[config.mk]
export PLATFORM = sky130hd
export DESIGN_NAME = median_win_ctrl
export DESIGN_NICKNAME = d
export VERILOG_FILES = /design/src/rtl/median_ctrl_pkg.sv /design/src/rtl/median_pos_cnt.sv /design/src/rtl/median_win_ctrl.sv
export SDC_FILE = /design/constraint.sdc
export NUM_CORES = 1
export LEC_CHECK = 0
export CAP_MARGIN = 20
export CORE_UTILIZATION = 40
export CTS_CLUSTER_SIZE = 20
export DETAILED_ROUTE_END_ITERATION = 7
export GPL_TIMING_DRIVEN = 0
export PLACE_DENSITY = 0.65
export SYNTH_ARGS = -nofsm -noshare
export SYNTH_HDL_FRONTEND = slang
export SYNTH_SLANG_ARGS = --single-unit
export TNS_END_PERCENT = 1
[constraint.sdc]
create_clock -name sclk -period 5.75 [get_ports sclk]
set_clock_uncertainty 0.1 [all_clocks]
set_input_delay 0.575 -clock sclk [delete_from_list [all_inputs] [get_ports sclk]]
set_output_delay 0.575 -clock sclk [all_outputs]
set_load 0.005 [all_outputs]
[src/rtl/median_ctrl_pkg.sv]
// rtl/median_ctrl_pkg.sv - shared state encoding and border test for the median window sequencer
package median_ctrl_pkg;

    typedef enum logic [2:0] {
        IDLE,
        FILL,
        RUN,
        FLUSH,
        WAIT_OUT
    } state_t;

    function automatic logic is_border(input int col, input int row, input int w, input int h);
        return (row == 0) || (row == h - 1) || (col == 0) || (col == w - 1);
    endfunction

endpackage

[src/rtl/median_pos_cnt.sv]
// rtl/median_pos_cnt.sv - raster col/row counter with wrap, synchronous clear and enable
module median_pos_cnt #(
    parameter int W     = 480,
    parameter int H     = 272,
    parameter int CNT_W = 9
) (
    input  logic             sclk,
    input  logic             s_rst_n,
    input  logic             clr,
    input  logic             en,
    output logic [CNT_W-1:0] col,
    output logic [CNT_W-1:0] row
);

    localparam logic [CNT_W-1:0] LAST_COL = CNT_W'(W - 1);
    localparam logic [CNT_W-1:0] LAST_ROW = CNT_W'(H - 1);

    always_ff @(posedge sclk) begin
        if (!s_rst_n || clr) begin
            col <= '0;
            row <= '0;
        end else if (en) begin
            if (col == LAST_COL) begin
                col <= '0;
                row <= (row == LAST_ROW) ? '0 : row + 1'b1;
            end else begin
                col <= col + 1'b1;
            end
        end
    end

endmodule

[src/rtl/median_win_ctrl.sv]
// rtl/median_win_ctrl.sv - 3x3 median frame sequencer; optional watchdog via MEDIAN_CTRL_TIMEOUT_EN
module median_win_ctrl
    import median_ctrl_pkg::*;
#(
    parameter int IMG_W       = 480,
    parameter int IMG_H       = 272,
    parameter int CNT_W       = 9,
    parameter int OCNT_W      = 17,
    parameter int TIMEOUT_CYC = 1024
) (
    input  logic             sclk,
    input  logic             s_rst_n,
    input  logic             frame_start,
    input  logic             in_valid,
    input  logic             dout_flag_i,
    output logic             lb_wr_en,
    output logic             lb_rd_en,
    output logic             win_valid,
    output logic             border,
    output logic [CNT_W-1:0] ccol,
    output logic [CNT_W-1:0] crow,
    output logic             vsync,
    output logic             frame_done,
    output logic             err_overrun,
    output logic             err_timeout
);

    localparam logic [CNT_W-1:0]  LAST_COL   = CNT_W'(IMG_W - 1);
    localparam logic [CNT_W-1:0]  LAST_ROW   = CNT_W'(IMG_H - 1);
    localparam logic [CNT_W-1:0]  FLUSH_LAST = CNT_W'(IMG_W);
    localparam logic [OCNT_W-1:0] TOTAL      = OCNT_W'(IMG_W * IMG_H);

    if (TIMEOUT_CYC < 2) begin : g_bad_timeout
        $error("TIMEOUT_CYC must be at least 2");
    end

    state_t           state;
    logic [CNT_W-1:0] in_col, in_row, c_col, c_row, flush_cnt;
    logic [OCNT_W-1:0] out_cnt, out_cnt_nxt;
    logic             in_active, accept, past_fill, emit, last_px;

    assign in_active = (state == FILL) || (state == RUN);
    assign accept    = in_valid && in_active && !frame_start;
    assign lb_wr_en  = accept;
    assign lb_rd_en  = accept && (in_row != '0);

    // Centre lags input by IMG_W+1 pixels: this pixel's index is at least IMG_W+1.
    assign past_fill = (in_row > CNT_W'(1)) || ((in_row == CNT_W'(1)) && (in_col != '0));
    assign emit      = (accept && past_fill) || ((state == FLUSH) && !frame_start);
    assign last_px   = (in_row == LAST_ROW) && (in_col == LAST_COL);

    always_comb begin
        out_cnt_nxt = out_cnt;
        if (dout_flag_i && (state != IDLE) && (out_cnt != TOTAL))
            out_cnt_nxt = out_cnt + 1'b1;
    end

    median_pos_cnt #(.W(IMG_W), .H(IMG_H), .CNT_W(CNT_W)) u_in_pos (
        .sclk    (sclk),
        .s_rst_n (s_rst_n),
        .clr     (frame_start),
        .en      (accept),
        .col     (in_col),
        .row     (in_row)
    );

    median_pos_cnt #(.W(IMG_W), .H(IMG_H), .CNT_W(CNT_W)) u_ctr_pos (
        .sclk    (sclk),
        .s_rst_n (s_rst_n),
        .clr     (frame_start),
        .en      (emit),
        .col     (c_col),
        .row     (c_row)
    );

`ifdef MEDIAN_CTRL_TIMEOUT_EN
    localparam int WD_W = $clog2(TIMEOUT_CYC + 1);
    localparam logic [WD_W-1:0] WD_LAST = WD_W'(TIMEOUT_CYC - 1);
    logic [WD_W-1:0] wd_cnt;
`else
    assign err_timeout = 1'b0;
`endif

    always_ff @(posedge sclk) begin
        if (!s_rst_n) begin
            state       <= IDLE;
            flush_cnt   <= '0;
            out_cnt     <= '0;
            vsync       <= 1'b0;
            frame_done  <= 1'b0;
            err_overrun <= 1'b0;
            win_valid   <= 1'b0;
            border      <= 1'b0;
            ccol        <= '0;
            crow        <= '0;
`ifdef MEDIAN_CTRL_TIMEOUT_EN
            wd_cnt      <= '0;
            err_timeout <= 1'b0;
`endif
        end else begin
            frame_done <= 1'b0;
            win_valid  <= emit;
            border     <= emit && is_border(int'(c_col), int'(c_row), IMG_W, IMG_H);
            if (emit) begin
                ccol <= c_col;
                crow <= c_row;
            end
            out_cnt <= out_cnt_nxt;

            if (frame_start) begin
                // Restart wins over everything, including a coincident last output.
                state       <= FILL;
                flush_cnt   <= '0;
                out_cnt     <= '0;
                vsync       <= 1'b1;
                err_overrun <= 1'b0;
`ifdef MEDIAN_CTRL_TIMEOUT_EN
                wd_cnt      <= '0;
                err_timeout <= 1'b0;
`endif
            end else begin
                if (in_valid && ((state == FLUSH) || (state == WAIT_OUT)))
                    err_overrun <= 1'b1;
                case (state)
                    IDLE: ;
                    FILL: begin
                        if (accept && (in_row == '0) && (in_col == LAST_COL))
                            state <= RUN;
                    end
                    RUN: begin
                        if (accept && last_px) begin
                            state     <= FLUSH;
                            flush_cnt <= '0;
                        end
                    end
                    FLUSH: begin
                        if (flush_cnt == FLUSH_LAST) begin
                            state <= WAIT_OUT;
`ifdef MEDIAN_CTRL_TIMEOUT_EN
                            wd_cnt <= '0;
`endif
                        end else begin
                            flush_cnt <= flush_cnt + 1'b1;
                        end
                    end
                    WAIT_OUT: begin
                        if (out_cnt_nxt == TOTAL) begin
                            state      <= IDLE;
                            frame_done <= 1'b1;
                            vsync      <= 1'b0;
                        end
`ifdef MEDIAN_CTRL_TIMEOUT_EN
                        else if (dout_flag_i) begin
                            wd_cnt <= '0;
                        end else if (wd_cnt == WD_LAST) begin
                            state       <= IDLE;
                            frame_done  <= 1'b1;
                            vsync       <= 1'b0;
                            err_timeout <= 1'b1;
                        end else begin
                            wd_cnt <= wd_cnt + 1'b1;
                        end
`endif
                    end
                    default: state <= IDLE;
                endcase
            end
        end
    end

endmodule
* Word-level counts from Yosys, hierarchy flattened
Cells that the tools add are included.
** Cells by class
- $add $sub $neg :: 6
- Magnitude comparators :: 1
- Equal/unequal tests :: 24
- Mux-type cells :: 18
- Bitwise logic cells :: 3
- Reduce and logical (&&, ||, !) cells :: 42
** Operators with widths (number)
- $eq 9x9->1 const B :: 6
- $mux 9 :: 6
- $add 9x1->9 const B :: 5
- $logic_not 9->1 :: 3
- $pmux 9 s2 :: 1
- $reduce_bool 9->1 :: 2
- $add 17x1->17 const B :: 1
- $eq 17x17->1 const B :: 1
- $mux 17 :: 1
- $ne 17x17->1 const B :: 1
- $pmux 3 s5 :: 1
- $logic_and 1x1->1 :: 14
- $mux 3 :: 4
- $ne 3x2->1 const B :: 4
- $reduce_and 5->1 :: 2
- $eq 9x1->1 const B :: 1
- $eq 9x7->1 const B :: 1
- $gt 9x1->1 const B :: 1
- $logic_or 1x1->1 :: 8
- $ne 2x1->1 const B :: 4
- $eq 3x2->1 const B :: 2
- $reduce_and 2->1 :: 3
- $reduce_bool 2->1 :: 3
- $mux 1 :: 5
- other kinds (10) :: 14
** Word-level totals
- Flip-flop bits (word level) :: 88
- Input bits :: 5
- Output and inout bits :: 26
- Logic and storage cells :: 109

* Longest topological paths before layout
- Depth in word-level cells :: 9
- Mapped depth :: 10
- Mapped depth without buffers :: 8

* Hierarchy
A second synthesis with hierarchy kept.
** Unflattened totals
- Cell total of the unflattened synthesis :: 517
- Area, all modules :: 4498.1 µm²
** By module, submodules not included
- median_win_ctrl :: times used 1, cells each 305, area an instance 2693.8 µm², seq. area each 1041.0 µm²
- median_pos_cnt :: times used 2, cells each 106, area an instance 902.1 µm², seq. area each 360.3 µm²

* Worst setup path after synthesis
Ideal clock, no wire load.
- Kind :: reg-to-reg
- From :: register u_ctr_pos.col[0]
- To :: register u_ctr_pos.row[6]
- Setup time :: 131 ps
- Arrival :: 1935 ps
- Data required time :: 5519 ps
- Path slack :: 3584 ps
- Stages on the path, launching flop included :: 9
- Buffers on the path :: 1
- Clock period less this slack :: 2166 ps
- Cells stage by stage :: dfxtp_1 > ha_1 > and4_1 > nand3_1 > or3b_1 > buf_6 > a2111oi_2 > xnor2_1 > nor2_1
** On the way
- Cells in the longest elaborated chain, start to end :: 2
** Ends and longest elaborated chain
- start, declared :: RTL line median_pos_cnt.sv:11 : output logic [CNT_W-1:0] col,
- start signal, assigned :: RTL line median_pos_cnt.sv:27 : col <= col + 1'b1;
- $eq 9x9->1 :: RTL line median_pos_cnt.sv:23 : if (col == LAST_COL) begin
- $reduce_and 2->1 (no line)
- end signal, assigned :: RTL line median_pos_cnt.sv:25 : row <= (row == LAST_ROW) ? '0 : row + 1'b1;
- end, declared :: RTL line median_pos_cnt.sv:12 : output logic [CNT_W-1:0] row
Every way passes these cells.
A chain may end at the register's enable or synchronous reset.

* Worst setup path in the final report
- From :: input port frame_start
- To :: output port lb_rd_en
** On the way
- Cells in the longest elaborated chain, start to end :: 3
** Ends and longest elaborated chain
- start, declared :: RTL line median_win_ctrl.sv:13 : input logic frame_start,
- $logic_not 1->1 :: RTL line median_win_ctrl.sv:43 : assign accept = in_valid && in_active && !frame_start;
- $logic_and 1x1->1 :: RTL line median_win_ctrl.sv:43
- $logic_and 1x1->1 :: RTL line median_win_ctrl.sv:45 : assign lb_rd_en = accept && (in_row != '0);
- end, declared :: RTL line median_win_ctrl.sv:17 : output logic lb_rd_en,
Every way passes these cells.

==> key figures <==
Status
  – Status: complete, no violations

GRT
  – Pin count of the biggest net entering global routing: 17
  – Initial antenna violation count: 0
  – First-pass GRT wire length: 16900 um
  – GR Overflow Total: 0
  – Global Route Usage Sum: 0.181
  – Vias in the first global route: 3631

Logic synthesis
  – Synth Instances: 540
  – Post-synthesis cell type count: 69
  – #FFs+latches synth: 88
  – Synth top area cells: dfxtp_1, nand2_1, nor2_1
  – Post-synth EDFFs: 0
  – Ys flop type: dfxtp_1
  – Avg Cell Area, Syn: 8.43 um^2
  – Yosys warnings: 0
  – Synth Area in Compound Gates: 0.178
  – Post-synthesis mux area share: 0.00247
  – Post-synth top area cell: dfxtp_1
  – Post-Synth Simple-Gate Area: 0.276
  – Synth async-reset ratio: 0
  – Sequential-to-total area share from yosys stat: 0.387
  – Mapped cell area: 4550 um^2
  – Largest family of logic cells by synthesized area: simple AND/OR/NAND/NOR gates
  – Post-synthesis adder-cell area fraction: 0.0357
  – Xor/xnor share of the synthesized area: 0.0731
  – Syn Nets: 558
  – Synth cell count leaders: dfxtp_1, nand2_1, nor2_1
  – Most common cell in the netlist: dfxtp_1
  – Area share of the largest cell type after synthesis: 0.387

Timing
  – RSZ-0062 raised after global routing: no
  – FMAX: 314 MHz
  – Relative slew margins: 0.484
  – Final Cycle Share: 0.555
  – Worst Max-Slew Pin Slew: 772 ps
  – Max Transition Viols Final: 0
  – Setup violators final: 0
  – Final hold vios: 0
  – Min Tclk post-route: 3190 ps
  – Final setup margin: 2560 ps
  – TNS Setup: 0 ps

Critical path
  – Crit end category: output port
  – CP max-delay cell: clkdlybuf4s50_1
  – Crit path buf inv count: 3
  – Crit path kind: in2out
  – Arr. time, crit path: 2510 ps
  – CP delay by family, top: buffers and inverters
  – Critical Path RT: 5080 ps
  – Max FO, Critical Path: 9
  – CP Launch Type: input pin
  – Worst stage delay on the critical path: 540 ps
  – Critical path cell sequence: clkdlybuf4s50_1, nor3b_1, and2_1, buf_2, a21boi_0, clkdlybuf4s50_1
  – CP most frequent cell: clkdlybuf4s50_1

Cells and area
  – Synth-to-Final Area Change: 16.3%
  – Nets@finish: 598
  – Count of inserted antenna diode cells: 0
  – Layout cells sized above 1: 0.0906

Power and ir drop
  – Leak: 0.00169 uW
  – Psw: 275 uW
  – Flop pwr share: 0.512
  – Cell area power density: 226 nW/um^2
  – Combinational share of power: 0.030
  – Switching Share: 0.230
  – Worst VDD drop: 0.137 mV
  – Int Power: 921 uW
  – Clock network fraction of total power: 0.459

Die
  – Die width: 109 um
  – Die area: 11800 um^2
  – I/O pin total: 31
  – # rows: 38
  – Starting Density: 0.415
  – Core ar.: 11000 um^2
  – Die Span Y: 109 um

Drt
  – Vias per inst: 5.38
  – WL/cell: 13.5 um
  – Vias: 3900
  – Uppermost layer routed: met4
  – Met2 wire length: 4500 um
  – DRC: 0
  – Routed wl met3: 334 um
  – DRT Pass-1 Iters: 4
  – Final wirelength: 9810 um
  – Routed Antenna Nets: 0
  – 1st-iter DRT viols: 135
  – M1 WL: 4790 um

Clocking
  – H-tree levels: 3
  – Setup Buffers After CTS: 0
  – CTS sink count: 88
  – CTS tree: yes
  – Post-cts sizing count: 0
  – Clock Path Buffers: 2
  – CTS buffer count: 9
  – Post-CTS Hold Buffers: 0
  – Reg clk slew, reported paths: 60 ps
  – CTS root buf: clkbuf_16
  – Clk_lat worst skew: 340 ps

Place
  – DP HPWL: 7090 um
  – Routability cong.: 0.885
  – # port buffers: 29
  – Pre-CTS setup slack: 2570 ps

Worst hold path
  – Hold WC Path Type: reg2reg

Flow run
  – Maxcap violations: 0
==> state kept, by name, summed over array words and instances (netlist names) <==
| register | cells |
|---|---|
| border | 1 |
| vsync | 1 |
| ccol | 9 |
| flush_cnt | 9 |
| win_valid | 1 |
| frame_done | 1 |
| err_overrun | 1 |
| crow | 9 |
| u_ctr_pos.row | 9 |
| out_cnt | 17 |
| u_in_pos.col | 9 |
| state | 3 |
| u_ctr_pos.col | 9 |
| u_in_pos.row | 9 |
==> power by group through the flow <==
stage,combinational (uW),sequential (uW),clock [uW]
6_report,35.7,612,548
5_1_grt,39.6,611,589
4_1_cts,35.9,612,569
3_5_place_dp,35.7,626,0
3_3_place_gp,35.4,626,0
2_1_floorplan,22.5,625,0
==> cell usage in the layout, fill, tap and decap left out, drive strengths merged, types with 3 or more instances in the layout <==
cell type      instances
a31oi                  5
nand2b                 4
inv                   22
and3                   8
and4                   4
nor4b                  6
clkinvlp               3
and2                   8
xnor2                 18
a21oi                 27
a2111oi                4
o2111ai                5
nor3                  10
or4                    3
o21a                   5
clkdlybuf4s50         29
nand2                 69
o31ai                  3
nor2b                  3
ha                    13
nor2                  55
dfxtp                 88
buf                   17
o21ai                 24
or3                    7
xor2                  20
a21boi                23
o31a                   3
nand4                 14
nand3                 22
clkbuf                20
nor4                  11
==> logic make-up (layout without fill, tap and decap cells) <==
logic type	after synthesis	count (layout)
buffers and inverters	47	92
DFF	88	88
xor gates and xnor gates	38	38
adders and majority gates	13	13
AOI/OAI and AO/OA	114	114
other	1	1
muxes	1	1
and+or+nand+nor	238	238
==> worst paths after layout <==
kind	from	to	slack (ps)	depth (start not counted)
setup / recovery	frame_start	lb_rd_en	2560	6
hold / removal	crow[4]	crow[4]	350	2
setup reg to reg	out_cnt[1]	frame_done	3150	7
hold reg to reg	crow[4]	crow[4]	350	2
==> area by class of cell <==
cell class | count | area, um^2
multi-input cells | 405 | 2580
clock inverters | 7 | 53.8
repair buffers | 29 | 290
inverters | 19 | 71.3
flip-flops and latches | 88 | 1760
plain buffers | 28 | 143
clock buffers | 9 | 225
fillers | 1067 | 5680
well taps | 140 | 175
==> worst register-to-register path, cell delays in order (launching register included) <==
cell and delay (ps):
dfxtp_1 440, ha_1 350, o311ai_2 240, nor3_1 420
and4_1 290, o22ai_1 120, nor4_2 330, nor3b_2 240
==> per-layer routing <==
metal | track usage | up-vias
li1 | - | 1989
met2 | 0.295 | 72
met5 | 0 | -
met3 | 0.0275 | 10
met1 | 0.233 | 1829
met4 | 0.0878 | 0
==> stage by stage <==
stage / std cells / utilization / hold slack (ps) / area [um^2] / power [uW]
5_1_grt: 725 / 0.482 / 367 / 5300 / 1240
3_3_place_gp: 709 / 0.457 / 338 / 5020 / 661
6_report: 725 / 0.482 / 348 / 5300 / 1200
4_1_cts: 725 / 0.482 / 352 / 5300 / 1220
3_5_place_dp: 709 / 0.457 / 342 / 5020 / 661
2_1_floorplan: 540 / - / 347 / 4550 / 648
No activity file was read; power rests on OpenSTA's default activity.
==> variant, RTL diff (config.mk and constraints unchanged) <==
Reset style: asynchronous (`s_rst_n`), changed in one clocked block.
--- a/src/rtl/median_win_ctrl.sv
+++ b/src/rtl/median_win_ctrl.sv
@@ -83,3 +83,3 @@
 
-    always_ff @(posedge sclk) begin
+    always_ff @(posedge sclk or negedge s_rst_n) begin
         if (!s_rst_n) begin
Check against the original RTL: differs if s_rst_n is asserted again (counterexample within 4 cycles, from zero or initial values and one cycle with s_rst_n low); with s_rst_n held inactive, the same outputs for 10 cycles.
==> variant against the unedited design <==
Critical path depth is the same; total power is 0.72% higher; final area up 0.66%; sequential cell count unchanged; area after synthesis rose by 0.60%; sequential power is 1% higher; maximum frequency down 4.0%; wire length decreased by 1.7%; clock power decreased by 2%; global-route usage barely moved; worst setup slack lost 0.13 ns; hold slack worse by 0.19 ns; critical path type unchanged; largest power group unchanged.
==> variant: results (changes against the unedited design) <==
| Metric | Value |
|---|---|
| Status | `completed (unchanged)` |
| Pin count of the biggest net entering global routing | `29 (was 17)` |
| R2R cell count | `9 (was 7)` |
| CP max-delay cell | `clkdlybuf4s50_1 (unchanged)` |
| Post-CTS setup buffer count | `0 (unchanged)` |
| Fin nets | `583 (was 598)` |
| Layout cells sized above 1 | `7.368% (was 9.060%)` |
| WL met1 | `4733 um (was 4793 um)` |
| Worst VDD drop | `0.1318 mV (was 0.1372 mV)` |
| Clk buf depth | `2 (unchanged)` |
| Reg2reg end | `vsync (was frame_done)` |
| Leak | `2.149 nW (was 1.694 nW)` |
| Mapped Nets | `542 (was 558)` |
| Vias in the first global route | `3468 (was 3631)` |
| Worst R2R Setup Slack | `3.01 ns (was 3.15 ns)` |
| WL per Instance | `13.57 um (was 13.53 um)` |
| DR WL met2 | `4477 um (was 4502 um)` |
| Main area contributors after synthesis | `dfrtp_1, dfxtp_1, nand2_1 (was dfxtp_1, nand2_1, nor2_1)` |
| Distinct cells, synth | `59 (was 69)` |
| WL met3 | `312 um (was 334 um)` |
| Hold Path Class | `in -> async (was reg -> reg)` |
| Post-CTS sizing | `0 (unchanged)` |
| Post-DP HPWL | `7083 um (was 7092 um)` |
| Clk Latency, worst-skew pair | `0.34 ns (about the same)` |
| Sequential area share after synthesis | `44.13% (was 38.68%)` |
| Commonest cells post-synth | `nand2_1, nor2_1, dfrtp_1, dfxtp_1, xor2_1 (was dfxtp_1, nand2_1, nor2_1, a21oi_1, nand3_1)` |
| Num CTS Buffers | `9 (unchanged)` |
| First-pass GRT wire length | `16660 um (was 16930 um)` |
| Cell family with most CP delay | `buffers and inverters (unchanged)` |
| Reg2Reg Launch Point | `out_cnt[0] (was out_cnt[1])` |
| Critical path arrival | `2.65 ns (was 2.51 ns)` |
| Hold slack | `0.1551 ns (was 0.3483 ns)` |
| Met1 GRT Util | `25.16% (was 23.32%)` |
| Worst Path Max Fanout | `8 (was 9)` |
| Clock Pin Slew Worst Setup and Hold Paths | `0.06 ns (about the same)` |
| Synth Flop Type | `dfrtp_1 (was dfxtp_1)` |
| Slew margin rel. | `37.07% (was 48.43%)` |
| GR Util met3 | `2.690% (was 2.750%)` |
| Routed via count | `3751 (was 3900)` |
| Clock root cell | `clkbuf_16 (unchanged)` |
| Iter 0 DRT Violations | `213 (was 135)` |
| GP Congestion | `0.9003 (was 0.8849)` |
| Global Route Usage Sum | `18.06% (was 18.09%)` |
| FFs w/ async S/R, synth | `59.09% (was 0%)` |
| GR Layer Usage met2 | `27.72% (was 29.48%)` |
variant: cell count changes after synthesis, moves of 11 or more:
cell,change
a21boi_1,-19
a21oi_1,-11
dfrtp_1,+52
dfxtp_1,-52
nand2_1,+19
nor2_1,+11
variant: worst max-delay path by stage:
stage	from	endpoint	slack, ns	cells after the start
6_report	frame_start	lb_rd_en	2.43	6
4_1_cts	frame_start	lb_rd_en	2.45	6
3_3_place_gp	s_rst_n	u_ctr_pos.col[1]	1.49	4
5_1_grt	frame_start	lb_rd_en	2.31	6
2_1_floorplan	out_cnt[0]	vsync	3.38	9
3_5_place_dp	frame_start	lb_rd_en	2.47	6
variant: logic make-up (layout without fill, tap and decap cells):
group	Yosys count	count (layout)	share of synthesized area, %
adder cells (fa/ha/maj)	13	13	3.550
AO/OA/AOI/OAI	63	63	10.02
flip-flops	88	88	44.13
XOR/XNOR	45	45	8.766
multiplexers	2	2	0.4369
AND/OR/NAND/NOR	268	268	28.89
buffers and inverters	44	90	4.123
other	1	1	0.08184
variant: per-stage QoR:
stage	setup WS (ns)	utilization, %	instances	instance area (sq um)
6_report	2.427	48.56	710	5334
2_1_floorplan	3.381	-	524	4582
4_1_cts	2.449	48.56	710	5334
3_3_place_gp	1.493	45.96	693	5047
5_1_grt	2.306	48.56	710	5334
3_5_place_dp	2.475	46.09	694	5062
variant: power breakdown:
group	leakage [nW]	switching, mW	internal, mW
combinational	1.02	0.0311	0.0153
sequential	1.01	0.00259	0.617
clock	0.125	0.245	0.294
variant: cell type report:
cell class,count,area (sq um)
Buffer,24,113.9
Clock buffer,10,229.0
Clock inverter,6,42.54
Fill cell,1059,5649
Inverter,20,75.07
Multi-Input combinational cell,392,2371
Sequential cell,88,2022
Tap cell,140,175.2
Timing Repair Buffer,30,305.3
